File: src/rtl/line_matrix_programmer.sv
// Programs the GPO line matrix from a per-output route table: reset pulse, then one select/setup/clock step per valid entry.
// Pass length 20+12*V cycles at defaults; start ignored while busy; optional readback via LINE_MATRIX_READBACK_EN.
module line_matrix_programmer #(
  parameter int NUM_IN       = 8,
  parameter int NUM_OUT      = 10,
  parameter int SEL_W        = 4,
  parameter int RST_CYCLES   = 8,
  parameter int SETUP_CYCLES = 4,
  parameter int HOLD_CYCLES  = 4
) (
  input  logic             sys_clk,
  input  logic             rst,
  input  logic             cfg_wr_en,
  input  logic [SEL_W-1:0] cfg_wr_addr,
  input  logic [SEL_W-1:0] cfg_wr_data,
  input  logic             cfg_clear,
  input  logic             start,
`ifdef LINE_MATRIX_READBACK_EN
  input  logic [SEL_W-1:0] cfg_rd_addr,
  output logic [SEL_W:0]   cfg_rd_data,
`endif
  output logic             busy,
  output logic             done,
  output logic             error,
  output logic             matrix_clk,
  output logic             matrix_rstn,
  output logic [SEL_W-1:0] matrix_input_select,
  output logic [SEL_W-1:0] matrix_output_select
);

  localparam int MAX_A   = (RST_CYCLES > SETUP_CYCLES) ? RST_CYCLES : SETUP_CYCLES;
  localparam int MAX_CYC = (MAX_A > HOLD_CYCLES) ? MAX_A : HOLD_CYCLES;
  localparam int CW      = $clog2(MAX_CYC + 1);
  localparam int IW      = $clog2(NUM_OUT + 1);
  localparam logic [SEL_W:0] NUM_IN_W  = (SEL_W+1)'(NUM_IN);
  localparam logic [SEL_W:0] NUM_OUT_W = (SEL_W+1)'(NUM_OUT);

  typedef enum logic [2:0] {IDLE, RESET, SCAN, SETUP, CLK_HI, CLK_LO, FIN} state_t;

  state_t           state;
  logic [CW-1:0]    cnt;
  logic [IW-1:0]    idx;
  logic [NUM_OUT-1:0] tbl_vld;
  logic [SEL_W-1:0] tbl_data [NUM_OUT];
  logic             cur_vld;
  logic [SEL_W-1:0] cur_data;

  always_comb begin
    cur_vld  = 1'b0;
    cur_data = '0;
    for (int i = 0; i < NUM_OUT; i++) begin
      if (idx == IW'(i)) begin
        cur_vld  = tbl_vld[i];
        cur_data = tbl_data[i];
      end
    end
  end

  always_ff @(posedge sys_clk) begin
    if (rst) begin
      state                <= IDLE;
      cnt                  <= '0;
      idx                  <= '0;
      busy                 <= 1'b0;
      done                 <= 1'b0;
      error                <= 1'b0;
      matrix_clk           <= 1'b0;
      matrix_rstn          <= 1'b1;
      matrix_input_select  <= '0;
      matrix_output_select <= '0;
      tbl_vld              <= '0;
      for (int i = 0; i < NUM_OUT; i++) tbl_data[i] <= '0;
    end else begin
      case (state)
        IDLE: begin
          if (start) begin
            state       <= RESET;
            busy        <= 1'b1;
            error       <= 1'b0;
            idx         <= '0;
            cnt         <= '0;
            matrix_rstn <= 1'b0;
          end
        end
        RESET: begin
          if (cnt == CW'(RST_CYCLES - 1)) begin
            state       <= SCAN;
            matrix_rstn <= 1'b1;
            cnt         <= '0;
          end else begin
            cnt <= cnt + 1'b1;
          end
        end
        SCAN: begin
          if (idx == IW'(NUM_OUT)) begin
            state <= FIN;
            done  <= 1'b1;
          end else if (cur_vld && ({1'b0, cur_data} < NUM_IN_W)) begin
            matrix_output_select <= SEL_W'(idx);
            matrix_input_select  <= cur_data;
            state                <= SETUP;
            cnt                  <= '0;
          end else begin
            if (cur_vld) error <= 1'b1;
            idx <= idx + 1'b1;
          end
        end
        SETUP: begin
          if (cnt == CW'(SETUP_CYCLES - 1)) begin
            state      <= CLK_HI;
            matrix_clk <= 1'b1;
            cnt        <= '0;
          end else begin
            cnt <= cnt + 1'b1;
          end
        end
        CLK_HI: begin
          if (cnt == CW'(HOLD_CYCLES - 1)) begin
            state      <= CLK_LO;
            matrix_clk <= 1'b0;
            cnt        <= '0;
          end else begin
            cnt <= cnt + 1'b1;
          end
        end
        CLK_LO: begin
          if (cnt == CW'(HOLD_CYCLES - 1)) begin
            state <= SCAN;
            idx   <= idx + 1'b1;
            cnt   <= '0;
          end else begin
            cnt <= cnt + 1'b1;
          end
        end
        FIN: begin
          state                <= IDLE;
          done                 <= 1'b0;
          busy                 <= 1'b0;
          matrix_input_select  <= '0;
          matrix_output_select <= '0;
        end
        default: state <= IDLE;
      endcase

      // Table edits only in IDLE; placed after the FSM so a bad-address write beats a coincident start.
      if (state == IDLE) begin
        if (cfg_clear) begin
          tbl_vld <= '0;
          for (int i = 0; i < NUM_OUT; i++) tbl_data[i] <= '0;
        end else if (cfg_wr_en) begin
          if ({1'b0, cfg_wr_addr} < NUM_OUT_W) begin
            for (int i = 0; i < NUM_OUT; i++) begin
              if (cfg_wr_addr == SEL_W'(i)) begin
                tbl_vld[i]  <= 1'b1;
                tbl_data[i] <= cfg_wr_data;
              end
            end
          end else begin
            error <= 1'b1;
          end
        end
      end
    end
  end

`ifdef LINE_MATRIX_READBACK_EN
  always_ff @(posedge sys_clk) begin
    if (rst) begin
      cfg_rd_data <= '0;
    end else begin
      cfg_rd_data <= '0;
      for (int i = 0; i < NUM_OUT; i++) begin
        if (cfg_rd_addr == SEL_W'(i)) cfg_rd_data <= {tbl_vld[i], tbl_data[i]};
      end
    end
  end
`endif

endmodule
File: config.mk
export PLATFORM = sky130hd
export DESIGN_NAME = line_matrix_programmer
export DESIGN_NICKNAME = d
export VERILOG_FILES = /design/src/rtl/line_matrix_programmer.sv
export SDC_FILE = /design/constraint.sdc
export NUM_CORES = 1
export LEC_CHECK = 0
export BUFFER_PORTS_ARGS = -buffer_cell sky130_fd_sc_hd__buf_2
export CORE_MARGIN = 8
export CORE_UTILIZATION = 55
export CTS_CLUSTER_SIZE = 8
export DETAILED_ROUTE_END_ITERATION = 8
export GPL_ROUTABILITY_DRIVEN = 0
export PLACE_DENSITY = 0.72
export SKIP_LAST_GASP = 1
export SYNTH_ARGS = -nofsm -noshare
export SYNTH_HDL_FRONTEND = slang
export SYNTH_SLANG_ARGS = --single-unit
File: constraint.sdc
create_clock -name sys_clk -period 2.55 [get_ports sys_clk]
set_clock_uncertainty 0.05 [all_clocks]
set_input_delay 0.255 -clock sys_clk [delete_from_list [all_inputs] [get_ports sys_clk]]
set_output_delay 0.255 -clock sys_clk [all_outputs]
set_load 0.02 [all_outputs]
Word level (Yosys, flattened, before mapping)
Memory sizes are Yosys's and may differ from the RTL's. Index checks and enable logic that the tools add are counted.

Register bits: 34. RAM bits: 40. Input bits: 13. Word-level logic and storage cells: 295. Memories kept: 1.

Add/subtract/negate cells: 2. $lt $le $gt $ge: 2. Eq/ne operators: 37. Mux-type cells: 172. Bitwise logic cells: 20. Reduce and logical (&&, ||, !) cells: 41.

Memories: tbl_data (words 10, bits a word 4, read ports 10, clocked after Yosys merged registers in 0, write ports 10, line 44) `logic [SEL_W-1:0] tbl_data [NUM_OUT];`.

Operator list (number): 4-bit two-way mux (42); 1-bit two-way mux (110); 4-bit AND reduction (11); 4-bit by 3-bit equality test with 1-bit output, second input constant (9); 2-bit nonzero test (16); 10-bit two-way mux (3); 3-bit two-way mux (7); 4-bit by 2-bit equality test with 1-bit output, second input constant (5); 4-bit equality test, second input constant (5); 1-bit OR (20); 2-bit != test, second input constant (9); 3-bit case mux with 6 select lines (1); 4-bit case mux with 2 select lines (2); 4-bit case mux with 4 select lines (1); 4-bit case mux with 3 select lines (1); 1-bit case mux with 2 select lines (5); 3-bit equality test, second input constant (3); 3-bit AND reduction (3); 4-bit by 1-bit adder with 4-bit output, second input constant (2); 4-bit by 1-bit equality test with 1-bit output, second input constant (2); 4-bit zero test (2); 4-bit less-than comparator, second input constant (2); 3-bit by 2-bit equality test with 1-bit output, second input constant (2); 6-bit AND reduction (1); 9 further kinds (10).

Logic depth before layout (Yosys ltp)
Depth after elaboration: 20. Gate-level depth with buffers: 10. Mapped depth without buffers: 8.

Worst setup path after synthesis
Ideal clock, no wire load.

Kind: register -> register. Start point: register state[0]. End point: memory tbl_data[6][0], enable pin. Library setup time: 361 ps. Arrival time: 1964 ps. Path slack: 174 ps. Stages on the path, launching flop included: 8. Cell sequence: dfxtp_1 > buf_6 > nor3_4 > nand2_1 > or3_4 > or3b_1 > buf_6 > o21ai_0.

RTL lines: start, declared (line 40) `state_t state;`; start signal, assigned (line 61) `state <= IDLE;`; start signal, assigned (line 77) `state <= RESET;`; start signal, assigned (line 87) `state <= SCAN;`; end, declared (line 44).

Final worst setup path
Start point: register idx[0]. End point: register matrix_output_select[1].

Word-level cells in the longest chain between the ends: 15. Elaborated cells between the ends (all ways): 36. Those cells by class: order compare (1); eq/ne (12); mux (20); reduce/logical (3).

Ends and longest elaborated chain: start, declared (line 42) `logic [IW-1:0] idx;`; start signal, assigned (line 105) `idx <= idx + 1'b1;`; start signal, assigned (line 129) `idx <= idx + 1'b1;`; 4-bit zero test (line 52) `if (idx == IW'(i)) begin`; 4-bit two-way mux (10 in a row) (line 52); 4-bit less-than comparator (line 98) `end else if (cur_vld && ({1'b0, cur_data} < NUM_IN_W)) begin`; 1-bit logical AND (line 98); 2-bit != test (no source line); 3-bit AND reduction (no source line) *; end signal, assigned (line 99) `matrix_output_select <= SEL_W'(idx);`; end, declared (line 28) `output logic [SEL_W-1:0] matrix_output_select`.

Every way passes the cells marked *; elsewhere a longest branch is shown, timed or not. A chain may end at the register's enable or synchronous reset.

==> impl_summary.md <==
Synthesis
The synthesized netlist devotes 20.1% of its cell area to compound gates. Synthesis produced a netlist whose cell count is 421. The portion of synthesized area spent on multiplexers is 0.505%. The post-synth design cell area is 3970 µm².

During synthesis, Yosys emitted a total of 0 warnings. The synthesized net count is 439. The commonest register cell after synthesis is sky130_fd_sc_hd__edfxtp_1. In this run, distinct cell masters in the synthesized netlist total 56. Of all flip-flops after synthesis, the portion carrying an async set or reset was 0%. The post-synthesis simple-gate area fraction is 26.0%. Of the synthesized area, sequential elements account for 47.4%. The post-synthesis adder-cell area fraction is 1.58%. The number of synthesized register bits is 74.

By area, the combinational part of the netlist is dominated by simple AND/OR/NAND/NOR gates. The number of synthesized flops with an enable pin is 40. After synthesis, the mean cell area works out to 9.42 µm². The parity-gate share of the synthesized area counting xor and xnor cells is 0%.

Pwr
The design draws 2.65 mW. The leakage power summed over all cells is 1.72 nW. In this run the power density over the cells is 587 nW/µm². The largest vdd supply drop is 358 µV.

STA
The highest clock rate is 402 MHz. The worst hold slack after final layout is 257 ps. The part of the cycle the worst path needs is 97.6%. Subtracting the final worst setup slack from the clock period gives 2490 ps.

The number of max-slew violations in the final report is 0. The final number of setup-violating endpoints is 0. The number of hold violations in the final report is 0.

Setup repair after global routing could not meet its margin everywhere. At the pin with the least slew margin, the transition time is 918 ps. The worst-case headroom to the max-slew limit is 38.8%.

Finish
The footprint of the multi-input gates is 1950 µm². The count of fill cells added during filler insertion is 604. The repair_antennas step left the layout with diodes totalling 0. In the final layout, the share of cells above drive strength 1 is 18.1%.

The area taken by flip-flops and latches is 1890 µm². The number of standard cells in the final layout excluding fillers is 563. At the end of the flow the core is filled with cells to 63.4%.

Compared with the post-synthesis result, the final layout area differs by 14.0%. The number of nets at the end of the flow is 477.

Worst setup path
The worst setup path is captured at a flip-flop. Along the worst path, the maximum fanout reaches 10. The logic depth of the worst register-to-register path is 9. At the worst endpoint, the arrival time is 2680 ps. The capture instance of the worst register-to-register path is matrix_output_select[1]. Across all register-to-register paths, the minimum setup slack is 60 ps.

STA classifies the critical path startpoint as a flip-flop. Data on the critical path is required at its endpoint by 2740 ps. The setup path with the least slack is of type reg -> reg. The startpoint identified for the worst register-to-register timing path is idx[0].

Die
The total core area is 7140 µm². The die is 101 µm wide. The die height is 101 µm. The initial utilization of the core area, before any placement, comes to 55.6%. Pin placement for this block handled 26 I/O pins. After floorplanning, the core was divided into 31 placement rows. The die covers 10,200 µm².

Status
The flow ran to the end, and the final reports show no timing, DRC or antenna violations.

Place
Port buffering added 25 buffers. Detailed placement finished with a half-perimeter wire length of 7.17 mm. Including well taps, the total number of placed cells is 542.

Clocking
The clock input transition at the sequential cells of the worst setup and hold paths is 80 ps. The TritonCTS clock tree is built. Clock latency on the worst-skew pair, taken at its later pin, is 360 ps. The number of buffers created by CTS is 9. The maximum clock insertion buffer count is 2. The sink count of the clock tree is 74.

The deepest level of the CTS H-tree is 3. The number of buffers added to fix hold violations after cts is 0. The tree is rooted in a sky130_fd_sc_hd__clkbuf_8.

Detailed routing
Across all layers, the routed design uses 3,422 vias. In the routed layout, each cell is associated on average with a via count of 6.08. For this run, design rule violations remaining after detail routing come to 0. After the first detailed-routing iteration, the DRC count stood at 372. The detailed-routing iteration count for the pre-antenna-repair pass is 5. The aggregate routed wire length is 10.1 mm.

The post-detailed-route count of antenna-violating nets is 0. After detailed routing, the average wire length per cell comes to 17.9 µm.

GRT
The global-route wire length before repair is 15.9 mm. The initial antenna violation count is 0. The leftover overflow at the end of global routing is 0. The global-route usage over all layers is 20.4%.

The via count of the first global-routing pass came to 3,155. The pin count of the biggest net entering global routing is 25.

Worst hold path
The worst hold path terminates at matrix_clk. The tightest min-delay check is of the in -> reg type. Along the worst hold path, the cell count comes to 3. The source of the worst hold timing path is rst.

Run
The total of max-cap violations is 0.
[repair_timing]
item,CTS,global route
buffers inserted,0,4
gates resized for setup,0,9
setup endpoints to repair,0,16
[registers in the layout (all words and copies together), names as in the netlist]
| register | flops |
|---|---|
| matrix_output_select | 4 |
| cnt | 4 |
| matrix_rstn | 1 |
| busy | 1 |
| tbl_vld | 10 |
| done | 1 |
| matrix_input_select | 4 |
| state | 3 |
| idx | 4 |
| error | 1 |
| tbl_data | 40 |
| matrix_clk | 1 |
[power breakdown]
| part | internal (mW) | switching (mW) | total, mW |
|---|---|---|---|
| Sequential | 1.33 | 0.0368 | 1.37 |
| Combinational | 0.154 | 0.257 | 0.411 |
| Clock | 0.436 | 0.436 | 0.872 |
[cell families after synthesis]
family                   count (synthesis)
adder cells (fa/ha/maj)                  5
multiplexers                             2
flip-flops                              74
AND/OR/NAND/NOR                        187
AO/OA/AOI/OAI                          114
buffers and inverters                   39
[layer usage]
| layer | routed length [µm] | share of wire (%) | vias up | global-route usage, % |
|---|---|---|---|---|
| met5 | 0 | 0 | - | 0 |
| met2 | 4770 | 47 | 176 | 31.6 |
| met3 | 719 | 7.1 | 21 | 3.38 |
| li1 | - | - | 1612 | - |
| met4 | 188 | 1.9 | 0 | 9.28 |
| met1 | 4390 | 44 | 1613 | 27.0 |
[cells in the final DEF (no fill, tap or decap), types with 3 or more instances in the layout]
cell and instances:
sky130_fd_sc_hd__o221ai_1 3, sky130_fd_sc_hd__nor3b_1 6, sky130_fd_sc_hd__and3_1 5, sky130_fd_sc_hd__buf_4 25, sky130_fd_sc_hd__nand2_1 30, sky130_fd_sc_hd__o21ai_0 23
sky130_fd_sc_hd__nor2_1 39, sky130_fd_sc_hd__clkbuf_8 10, sky130_fd_sc_hd__a31oi_1 5, sky130_fd_sc_hd__a221o_1 4, sky130_fd_sc_hd__nor2_2 3, sky130_fd_sc_hd__o2111ai_1 3
sky130_fd_sc_hd__nand2b_1 10, sky130_fd_sc_hd__a221oi_1 6, sky130_fd_sc_hd__a22oi_1 5, sky130_fd_sc_hd__nor2b_1 16, sky130_fd_sc_hd__nand3_1 14, sky130_fd_sc_hd__a21oi_1 32
sky130_fd_sc_hd__dfxtp_2 3, sky130_fd_sc_hd__nand3b_1 5, sky130_fd_sc_hd__edfxtp_1 40, sky130_fd_sc_hd__ha_1 4, sky130_fd_sc_hd__a211oi_1 5, sky130_fd_sc_hd__buf_2 25
sky130_fd_sc_hd__and2_1 41, sky130_fd_sc_hd__dfxtp_1 31, sky130_fd_sc_hd__or3_1 3, sky130_fd_sc_hd__inv_1 14, sky130_fd_sc_hd__a32o_1 6, sky130_fd_sc_hd__nor3_1 4
[area by class of cell]
| type | instances | area share (%) |
|---|---|---|
| clock inverter | 4 | 0.553 |
| timing repair buffer | 51 | 7.16 |
| tap | 99 | 2.74 |
| sequential | 74 | 41.7 |
| clock buffer | 12 | 3.68 |
| multi-input combinational | 309 | 43.0 |
| inverter | 14 | 1.16 |
[Yosys cell counts, drive strengths merged (6+ instances only)]
library cell	instances	area (µm²)
nor2b	16	100
clkbuf	13	48.8
inv	14	52.6
and2	41	257
nand3	14	70.1
edfxtp	40	1200
a221oi	7	67.6
nand2b	10	62.6
o21ai	23	115
nor3b	6	45.0
buf	12	71.3
nand2	30	113
nor2	42	165
dfxtp	34	681
nor3	7	62.6
a22oi	6	50.1
a32o	6	60.1
a21oi	32	160
[through the flow]
| step | setup TNS (ps) | cell area (µm²) | setup WS [ps] |
|---|---|---|---|
| 3_3_place_gp | 0 | 4260 | 137 |
| 3_5_place_dp | 0 | 4260 | 58.8 |
| 2_1_floorplan | 0 | 3970 | 174 |
| 6_report | 0 | 4520 | 60.9 |
| 4_1_cts | 0 | 4450 | 36.1 |
| 5_1_grt | -212 | 4520 | -41.3 |
[worst max-delay path by stage]
| stage | to | start | cells past startpoint |
|---|---|---|---|
| finish | matrix_output_select[1] | idx[0] | 9 |
| global route | matrix_output_select[1] | idx[0] | 9 |
| CTS | matrix_output_select[1] | idx[0] | 8 |
| detailed placement | matrix_input_select[2] | idx[0] | 9 |
| global placement | matrix_output_select[2] | idx[0] | 8 |
| floorplan | tbl_data[6][0] | state[0] | 7 |
[worst max-delay path: stages, from the launching register on]
cell and delay (ps):
sky130_fd_sc_hd__dfxtp_2 390, sky130_fd_sc_hd__inv_1 100, sky130_fd_sc_hd__ha_1 340, sky130_fd_sc_hd__a21oi_1 180, sky130_fd_sc_hd__a31oi_1 140, sky130_fd_sc_hd__nor4_4 440, sky130_fd_sc_hd__o211a_4 250, sky130_fd_sc_hd__a22oi_2 60
sky130_fd_sc_hd__buf_4 180, sky130_fd_sc_hd__a32o_1 250
No activity file was read; power rests on OpenSTA's default activity.
